$ cat config.mk
export PLATFORM = sky130hd
export DESIGN_NAME = vga_timing_gen
export DESIGN_NICKNAME = d
export VERILOG_FILES = /design/src/rtl/vga_timing_pkg.sv /design/src/rtl/pixel_tick_div.sv /design/src/rtl/vga_timing_gen.sv
export SDC_FILE = /design/constraint.sdc
export NUM_CORES = 1
export LEC_CHECK = 0
export BUFFER_PORTS_ARGS = -buffer_cell sky130_fd_sc_hd__buf_2
export CAP_MARGIN = 20
export CORE_UTILIZATION = 35
export CTS_CLUSTER_SIZE = 8
export DETAILED_ROUTE_END_ITERATION = 10
export PLACE_DENSITY = 0.67
export SETUP_SLACK_MARGIN = 0.15
export SYNTH_ARGS = -nofsm -noshare
export SYNTH_HDL_FRONTEND = slang
export SYNTH_SLANG_ARGS = --single-unit
$ cat constraint.sdc
create_clock -name clk100MHz -period 3.1 [get_ports clk100MHz]
set_input_delay 0.31 -clock clk100MHz [delete_from_list [all_inputs] [get_ports clk100MHz]]
set_output_delay 0.31 -clock clk100MHz [all_outputs]
set_load 0.1 [all_outputs]
$ cat src/rtl/vga_timing_pkg.sv
// Shared VGA timing constants and helpers for the display path.
package vga_timing_pkg;

  localparam logic POL_ACTIVE_LOW  = 1'b0;
  localparam logic POL_ACTIVE_HIGH = 1'b1;

  // 640x480@60 from a 100 MHz board clock (25 MHz pixel rate)
  localparam int unsigned VGA640_CLK_DIV  = 32'd4;
  localparam int unsigned VGA640_H_ACTIVE = 32'd640;
  localparam int unsigned VGA640_H_FRONT  = 32'd16;
  localparam int unsigned VGA640_H_SYNC   = 32'd96;
  localparam int unsigned VGA640_H_BACK   = 32'd48;
  localparam int unsigned VGA640_V_ACTIVE = 32'd480;
  localparam int unsigned VGA640_V_FRONT  = 32'd10;
  localparam int unsigned VGA640_V_SYNC   = 32'd2;
  localparam int unsigned VGA640_V_BACK   = 32'd33;

  // 800x600@72 (50 MHz pixel rate), both syncs active-high
  localparam int unsigned SVGA800_CLK_DIV  = 32'd2;
  localparam int unsigned SVGA800_H_ACTIVE = 32'd800;
  localparam int unsigned SVGA800_H_FRONT  = 32'd56;
  localparam int unsigned SVGA800_H_SYNC   = 32'd120;
  localparam int unsigned SVGA800_H_BACK   = 32'd64;
  localparam int unsigned SVGA800_V_ACTIVE = 32'd600;
  localparam int unsigned SVGA800_V_FRONT  = 32'd37;
  localparam int unsigned SVGA800_V_SYNC   = 32'd6;
  localparam int unsigned SVGA800_V_BACK   = 32'd23;

  function automatic int unsigned timing_total(
    input int unsigned active,
    input int unsigned front,
    input int unsigned sync,
    input int unsigned back
  );
    return active + front + sync + back;
  endfunction

endpackage

$ cat src/rtl/pixel_tick_div.sv
// Free-running clock divider producing a registered one-clk pixel enable.
module pixel_tick_div #(
  parameter int unsigned CLK_DIV = 4
) (
  input  logic clk,
  input  logic reset,
  input  logic clr,
  output logic tick
);

  localparam int unsigned DW = (CLK_DIV > 32'd1) ? $clog2(CLK_DIV) : 32'd1;
  localparam logic [DW-1:0] DIV_LAST = DW'(CLK_DIV - 32'd1);

  logic [DW-1:0] r_div;
  logic [DW-1:0] w_div_next;
  logic          r_tick;

  // Next divider count: held at zero while cleared, wraps after DIV_LAST
  always_comb begin
    w_div_next = '0;
    if (clr) begin
      w_div_next = '0;
    end else if (r_div == DIV_LAST) begin
      w_div_next = '0;
    end else begin
      w_div_next = r_div + DW'(1);
    end
  end

  // Tick is registered from the next count so it is high while the divider sits at DIV_LAST
  always_ff @(posedge clk or posedge reset) begin
    if (reset) begin
      r_div  <= '0;
      r_tick <= 1'b0;
    end else begin
      r_div  <= w_div_next;
      r_tick <= ~clr & (w_div_next == DIV_LAST);
    end
  end

  assign tick = r_tick;

endmodule

$ cat src/rtl/vga_timing_gen.sv
// Configurable VGA raster timing: pixel enable, h/v counters, edge-aligned sync and
// blanking, line/frame strobes and a completed-frame counter.
module vga_timing_gen
  import vga_timing_pkg::*;
#(
  parameter int unsigned CLK_DIV  = VGA640_CLK_DIV,
  parameter int unsigned H_ACTIVE = VGA640_H_ACTIVE,
  parameter int unsigned H_FRONT  = VGA640_H_FRONT,
  parameter int unsigned H_SYNC   = VGA640_H_SYNC,
  parameter int unsigned H_BACK   = VGA640_H_BACK,
  parameter int unsigned V_ACTIVE = VGA640_V_ACTIVE,
  parameter int unsigned V_FRONT  = VGA640_V_FRONT,
  parameter int unsigned V_SYNC   = VGA640_V_SYNC,
  parameter int unsigned V_BACK   = VGA640_V_BACK,
  parameter logic        HS_POL   = POL_ACTIVE_LOW,
  parameter logic        VS_POL   = POL_ACTIVE_LOW,
  parameter int unsigned CW       = 11
) (
  input  logic          clk100MHz,
  input  logic          reset,
  input  logic          enable,
  output logic          pTick,
  output logic [CW-1:0] x,
  output logic [CW-1:0] y,
  output logic          videoOn,
  output logic          hsync,
  output logic          vsync,
  output logic          lineStart,
  output logic          frameStart,
  output logic [15:0]   frameCount
);

  localparam int unsigned H_TOTAL   = timing_total(H_ACTIVE, H_FRONT, H_SYNC, H_BACK);
  localparam int unsigned V_TOTAL   = timing_total(V_ACTIVE, V_FRONT, V_SYNC, V_BACK);
  localparam int unsigned COORD_MAX = (32'd1 << CW) - 32'd1;

  localparam logic [CW-1:0] H_LAST   = CW'(H_TOTAL - 32'd1);
  localparam logic [CW-1:0] V_LAST   = CW'(V_TOTAL - 32'd1);
  localparam logic [CW-1:0] H_VIS    = CW'(H_ACTIVE);
  localparam logic [CW-1:0] V_VIS    = CW'(V_ACTIVE);
  localparam logic [CW-1:0] HS_START = CW'(H_ACTIVE + H_FRONT);
  localparam logic [CW-1:0] HS_END   = CW'(H_ACTIVE + H_FRONT + H_SYNC - 32'd1);
  localparam logic [CW-1:0] VS_START = CW'(V_ACTIVE + V_FRONT);
  localparam logic [CW-1:0] VS_END   = CW'(V_ACTIVE + V_FRONT + V_SYNC - 32'd1);

  if ((H_TOTAL - 32'd1) > COORD_MAX || (V_TOTAL - 32'd1) > COORD_MAX) begin : g_bad_cw
    $error("vga_timing_gen: CW too small for H_TOTAL-1 / V_TOTAL-1");
  end
  if (H_FRONT == 32'd0 || H_SYNC == 32'd0 || H_BACK == 32'd0 ||
      V_FRONT == 32'd0 || V_SYNC == 32'd0 || V_BACK == 32'd0 || CLK_DIV == 32'd0) begin : g_bad_timing
    $error("vga_timing_gen: porch, sync width and CLK_DIV must be non-zero");
  end

  logic          w_clr;
  logic          w_tick;
  logic          w_h_wrap;
  logic          w_v_wrap;
  logic          w_hs_act;
  logic          w_vs_act;
  logic          w_vid;
  logic [CW-1:0] w_x_next;
  logic [CW-1:0] w_y_next;
  logic [15:0]   w_frame_cnt_next;
  logic [CW-1:0] r_x;
  logic [CW-1:0] r_y;
  logic [15:0]   r_frame_cnt;
  logic          r_hsync;
  logic          r_vsync;
  logic          r_video_on;

  assign w_clr = ~enable;

  pixel_tick_div #(
    .CLK_DIV (CLK_DIV)
  ) u_pixel_tick_div (
    .clk   (clk100MHz),
    .reset (reset),
    .clr   (w_clr),
    .tick  (w_tick)
  );

  // Next raster position and frame count; syncs are decoded from these so they move with x/y
  always_comb begin
    w_h_wrap         = (r_x == H_LAST);
    w_v_wrap         = (r_y == V_LAST);
    w_x_next         = r_x;
    w_y_next         = r_y;
    w_frame_cnt_next = r_frame_cnt;
    if (!enable) begin
      w_x_next = '0;
      w_y_next = '0;
    end else if (w_tick) begin
      if (w_h_wrap) begin
        w_x_next = '0;
        if (w_v_wrap) begin
          w_y_next         = '0;
          w_frame_cnt_next = r_frame_cnt + 16'd1;
        end else begin
          w_y_next = r_y + CW'(1);
        end
      end else begin
        w_x_next = r_x + CW'(1);
      end
    end else begin
      w_x_next = r_x;
    end
    w_hs_act = enable & (w_x_next >= HS_START) & (w_x_next <= HS_END);
    w_vs_act = enable & (w_y_next >= VS_START) & (w_y_next <= VS_END);
    w_vid    = enable & (w_x_next < H_VIS) & (w_y_next < V_VIS);
  end

  // Raster state and aligned decode registers
  always_ff @(posedge clk100MHz or posedge reset) begin
    if (reset) begin
      r_x         <= '0;
      r_y         <= '0;
      r_frame_cnt <= 16'd0;
      r_hsync     <= ~HS_POL;
      r_vsync     <= ~VS_POL;
      r_video_on  <= 1'b0;
    end else begin
      r_x         <= w_x_next;
      r_y         <= w_y_next;
      r_frame_cnt <= w_frame_cnt_next;
      r_hsync     <= w_hs_act ? HS_POL : ~HS_POL;
      r_vsync     <= w_vs_act ? VS_POL : ~VS_POL;
      r_video_on  <= w_vid;
    end
  end

  assign pTick      = w_tick;
  assign x          = r_x;
  assign y          = r_y;
  assign videoOn    = r_video_on;
  assign hsync      = r_hsync;
  assign vsync      = r_vsync;
  assign lineStart  = w_tick & (r_x == '0);
  assign frameStart = w_tick & (r_x == '0) & (r_y == '0);
  assign frameCount = r_frame_cnt;

endmodule

Word level (Yosys, flattened, before mapping). Index checks and enable logic that the tools add are counted.

Order comparisons: 6. Add/sub/neg operators: 4. Eq/ne operators: 4. Muxes and demuxes: 11. Bitwise gates (word level): 9. Reductions and logical operators: 3.

Operators by type and width (number): $mux 11 (7); $add 11x1->11 const B (2); $eq 11x10->1 const B (2); $logic_not 11->1 (2); $add 16x1->16 const B (1); $ge 11x10->1 const B (1); $ge 11x9->1 const B (1); $le 11x10->1 const B (1); $le 11x9->1 const B (1); $lt 11x10->1 const B (1); $lt 11x9->1 const B (1); $and 1x1->1 (9); $eq 2x2->1 const B (2); $mux 2 (2); $reduce_and 4->1 (1); $add 2x1->2 const B (1); $mux 1 (2).

Input port bits: 3. Register bits: 44. Output and inout port bits: 44. Logic and storage cells: 45.

Longest topological paths before layout.
Word-level depth: 9. Depth in mapped cells: 9. Depth with buffers taken out: 8.

By module. From an unflattened synthesis, not the netlist that was laid out.

Cells, all modules: 253. Area, all modules: 2461.1 um^2.

Modules (own cells, without submodules): vga_timing_gen (cells each 245, instances 1, area an instance 2341.0 um^2, sequential area each 1028.5 um^2); pixel_tick_div (cells each 8, instances 1, area an instance 120.1 um^2, sequential area each 75.1 um^2).

Worst setup path before layout. OpenSTA, ideal clock, no wires.

Kind: reg2out. Start point: register r_x[5] (netlist: x[5]). End point: output frameStart. Required time: 2790 ps. Arrival time: 5999 ps. Cell stages (with the launch flop): 5. Slack: -3209 ps. Path buffers: 0. Path through: dfrtp_1 > or4_4 > or4_1 > nor4_1 > and4_1.

Longest elaborated chain between the ends: 3.

Ends and longest elaborated chain: from (decl) (line vga_timing_gen.sv:64) `logic [CW-1:0] r_x;`; from (signal assigned) (line vga_timing_gen.sv:122) `r_x <= w_x_next;`; $logic_not 11->1; $and 1x1->1; via lineStart (line vga_timing_gen.sv:28) `output logic lineStart,`; $and 1x1->1 (line vga_timing_gen.sv:138) `assign frameStart = w_tick & (r_x == '0) & (r_y == '0);`; to (decl) (line vga_timing_gen.sv:29) `output logic frameStart,`.

The timed path passes the listed nets, and every way through them passes these cells.

Final worst setup path.
Start point: register r_x[5] (netlist: x[5]). End point: output frameStart.

Longest elaborated chain between the ends: 3.

Ends and longest elaborated chain (line): $logic_not 11->1 (vga_timing_gen.sv:138); $and 1x1->1 (2 in series) (vga_timing_gen.sv:138).

No other way between the ends.

==> results.sh <==
export IMPL_critPathSlowestCell="or4_4"
export IMPL_cp_required_ns=2.79
export IMPL_nets=280
export IMPL_crit_reg2reg_launch="x[5]"
export IMPL_dpl_instance_area_um2=2660
export IMPL_pre_cts_slack_ns=0.337
export IMPL_hold_class="primary input to async pin"
export IMPL_met1_usage_pct=21.6
export IMPL_finalCritPeriodShare_pct=93.1
export IMPL_synthesis_area_um2=2280
export IMPL_status="finished clean"
export IMPL_clk_pin_slew_ns=0.08
export IMPL_cts_tree="built"
export IMPL_power_density_nw_per_um2=423
export IMPL_grt_busiest_layer="met2"
export IMPL_max_slew_margin_pct=55.4
export IMPL_finalMaxSlewViolations=0
export IMPL_die_area_um2=6830
export IMPL_maxCapViolCount=0
export IMPL_fin_skew_ns=0.00863
export IMPL_area_growth_syn_to_layout_pct=22.7
export IMPL_path_buf_inv=1
export IMPL_numCtsBuffers=5
export IMPL_initial_core_util_pct=36.1
export IMPL_worst_slack_ns=0.214
export IMPL_die_h_um=82.7
export IMPL_vias=1777
export IMPL_finalWirelength_um=4910
export IMPL_syn_area_per_cell_um2=10.4
export IMPL_ir_drop_mv=0.258
export IMPL_num_rows=29
export IMPL_met2_usage_pct=23.9
export IMPL_final_hold_violation_count=0
export IMPL_finalSetupViolations=0
export IMPL_clk_latency_ns=0.29
export IMPL_drt_first_pass_iters=6
export IMPL_cp_max_fo=6
export IMPL_ioPinCount=47
export IMPL_cpMostUsedCell="or4_4"
export IMPL_final_area_um2=2800
export IMPL_final_util_pct=44.3
export IMPL_start_kind="flip-flop"
export IMPL_period_needed_ns=2.89
export IMPL_cp_cell_sequence="or4_4 > or4_4 > nor4_4 > and4_4 > buf_12"
export IMPL_overflow=0
export IMPL_synth_seq_area_share_pct=48.5
export IMPL_grt_pass1_vias=1640
export IMPL_die_w_um=82.7
export IMPL_wl_per_cell_um=14.1
export IMPL_critPathArrivalTime_ns=2.58
export IMPL_synth_edff_count=0
export IMPL_worst_slew_pin_slew_ns=0.665
export IMPL_grt_pass1_wl_um=7940
export IMPL_cp_end_kind="primary output"
export IMPL_root_buffer="clkbuf_8"
export IMPL_core_um2=6310
export IMPL_synth_cells=218
export IMPL_path_class="flip-flop to primary output"
export IMPL_clk_path_buf_depth=2
export IMPL_grt_use_total_pct=15.6
export IMPL_cpPeakStageDelay_ns=0.55
export IMPL_grt_setup_unrepaired="no"
export IMPL_yosysWarnings=0
export IMPL_grt_max_degree=27
export IMPL_io_buffers=46
export IMPL_hpwlAfterDp_um=3680
export IMPL_viasPerCell=5.09
export IMPL_startpoint="x[5]"
export IMPL_remaining_drc_errors=0
export IMPL_drt_initial_drc_count=102
export IMPL_ys_types=48
export IMPL_drive_gt1_share_pct=32.0
export IMPL_clock_sinks=44
export IMPL_antenna_left=0
export IMPL_cts_hold_fix_buffers=0
export IMPL_power_leakage_uw=0.00133
export IMPL_synthesis_nets=227
export IMPL_cpLargestDelayFamily="simple AND/OR/NAND/NOR gates"
export IMPL_power_uw=1180
export IMPL_place_gp_congestion=0.797
export IMPL_synthFlopType="dfrtp_1"
export IMPL_async_reset_ff_share_pct=100
export IMPL_antenna_found_initial=0
export IMPL_htreeDepth=2
export IMPL_diodes=0
export IMPL_yosys_register_bits=44
export IMPL_max_freq_ghz=0.347
export IMPL_met3_usage_pct=2.86
per-layer routing:
layer  share of wire (%)  vias up
met5                   0        -
li1                    -      878
met2                  48       40
met3                 4.2        7
met1                  46      852
met4                 1.4        0
cell families after synthesis:
kind of cell	synth area share, %
xor gates and xnor gates	11.5
AOI/OAI and AO/OA	5.71
and+or+nand+nor	27.0
buffers and inverters	2.69
adders and majority gates	3.30
DFF	48.5
muxes	1.37
cells in the mapped netlist (all sizes together), types with 3 or more instances:
cell | count | area [um2]
nor3 | 6 | 41.3
o21ai | 3 | 18.8
inv | 10 | 37.5
clkbuf | 3 | 11.3
a21oi | 3 | 15.0
nand2 | 19 | 71.3
nor2 | 20 | 75.1
ha | 6 | 75.1
xnor2 | 18 | 158
nor2b | 3 | 18.8
and4 | 5 | 43.8
nor4 | 8 | 86.3
xor2 | 11 | 104
and3 | 7 | 48.8
dfrtp | 42 | 1050
and2 | 6 | 40.0
or4 | 4 | 33.8
nand3 | 12 | 60.1
nand4 | 7 | 50.1
sequential cells by signal, indices dropped and copies added (netlist names):
name	count
hsync	1
u_pixel_tick_div.r_div	2
frameCount	16
u_pixel_tick_div.tick	1
y	11
videoOn	1
vsync	1
x	11
worst paths after layout:
| kind | end | cells after the start | slack (ns) |
|---|---|---|---|
| max | frameStart | 5 | 0.21 |
| min | u_pixel_tick_div.r_div[1] | 2 | 0.01 |
| min reg2reg | u_pixel_tick_div.r_div[0] | 1 | 0.44 |
| max reg2reg | vsync | 7 | 0.31 |
| max in group asynchronous | vsync | 3 | 2.34 |
| min in group clk100MHz | videoOn | 3 | 0.41 |
area by class of cell:
type | count | area, um2
tap | 77 | 96.3
multi-input combinational | 159 | 1130
inverter | 10 | 37.5
clock inverter | 2 | 38.8
sequential | 44 | 1120
fill | 633 | 3520
timing repair buffer | 51 | 285
clock buffer | 6 | 82.6
per-stage QoR:
stage	std cells	TNS [ns]	hold WS, ns
6_report	349	0	0.0127
5_1_grt	349	0	0.0656
2_1_floorplan	218	-0.555	0.416
4_1_cts	347	0	0.0369
3_5_place_dp	339	0	0.352
3_3_place_gp	339	0	0.345
cell usage in the layout (no fill, tap or decap), drive strengths merged, types with 2 or more instances in the layout:
master  netlist  routed
buf           2      50
dfrtp        42      42
nor2         20      20
nand2        19      19
xnor2        18      18
nand3        12      12
xor2         11      11
inv          10       9
nor4          8       8
and3          7       7
nand4         7       7
clkbuf        3       7
ha            6       6
and2          6       6
nor3          6       6
and4          5       5
or4           4       4
a21oi         3       3
nor2b         3       3
o21ai         3       3
o31ai         2       2
nand4b        2       2
mux2i         2       2
a211oi        2       2
dfstp         2       2
clkinv        0       2
worst reg2reg max path: stages (launching register included):
cell and delay [ns]:
dfrtp_4 0.51, or4_4 0.55, buf_4 0.16, nor4_2 0.53, nand3_1 0.19, mux2i_1 0.27
nand4_1 0.11, or3_1 0.38
power breakdown:
group | leakage [uW] | switching [uW] | total, uW | internal [uW]
Combinational | 0.000684 | 100 | 131 | 31.2
Sequential | 0.000581 | 10.9 | 594 | 583
Clock | 0.0000614 | 194 | 458 | 263
what timing repair did:
item | CTS | global route
resized for setup | 0 | 1
buffers inserted | 0 | 2
setup endpoints to repair | 0 | 2
Note: power is estimated with default switching activity, not from simulation.
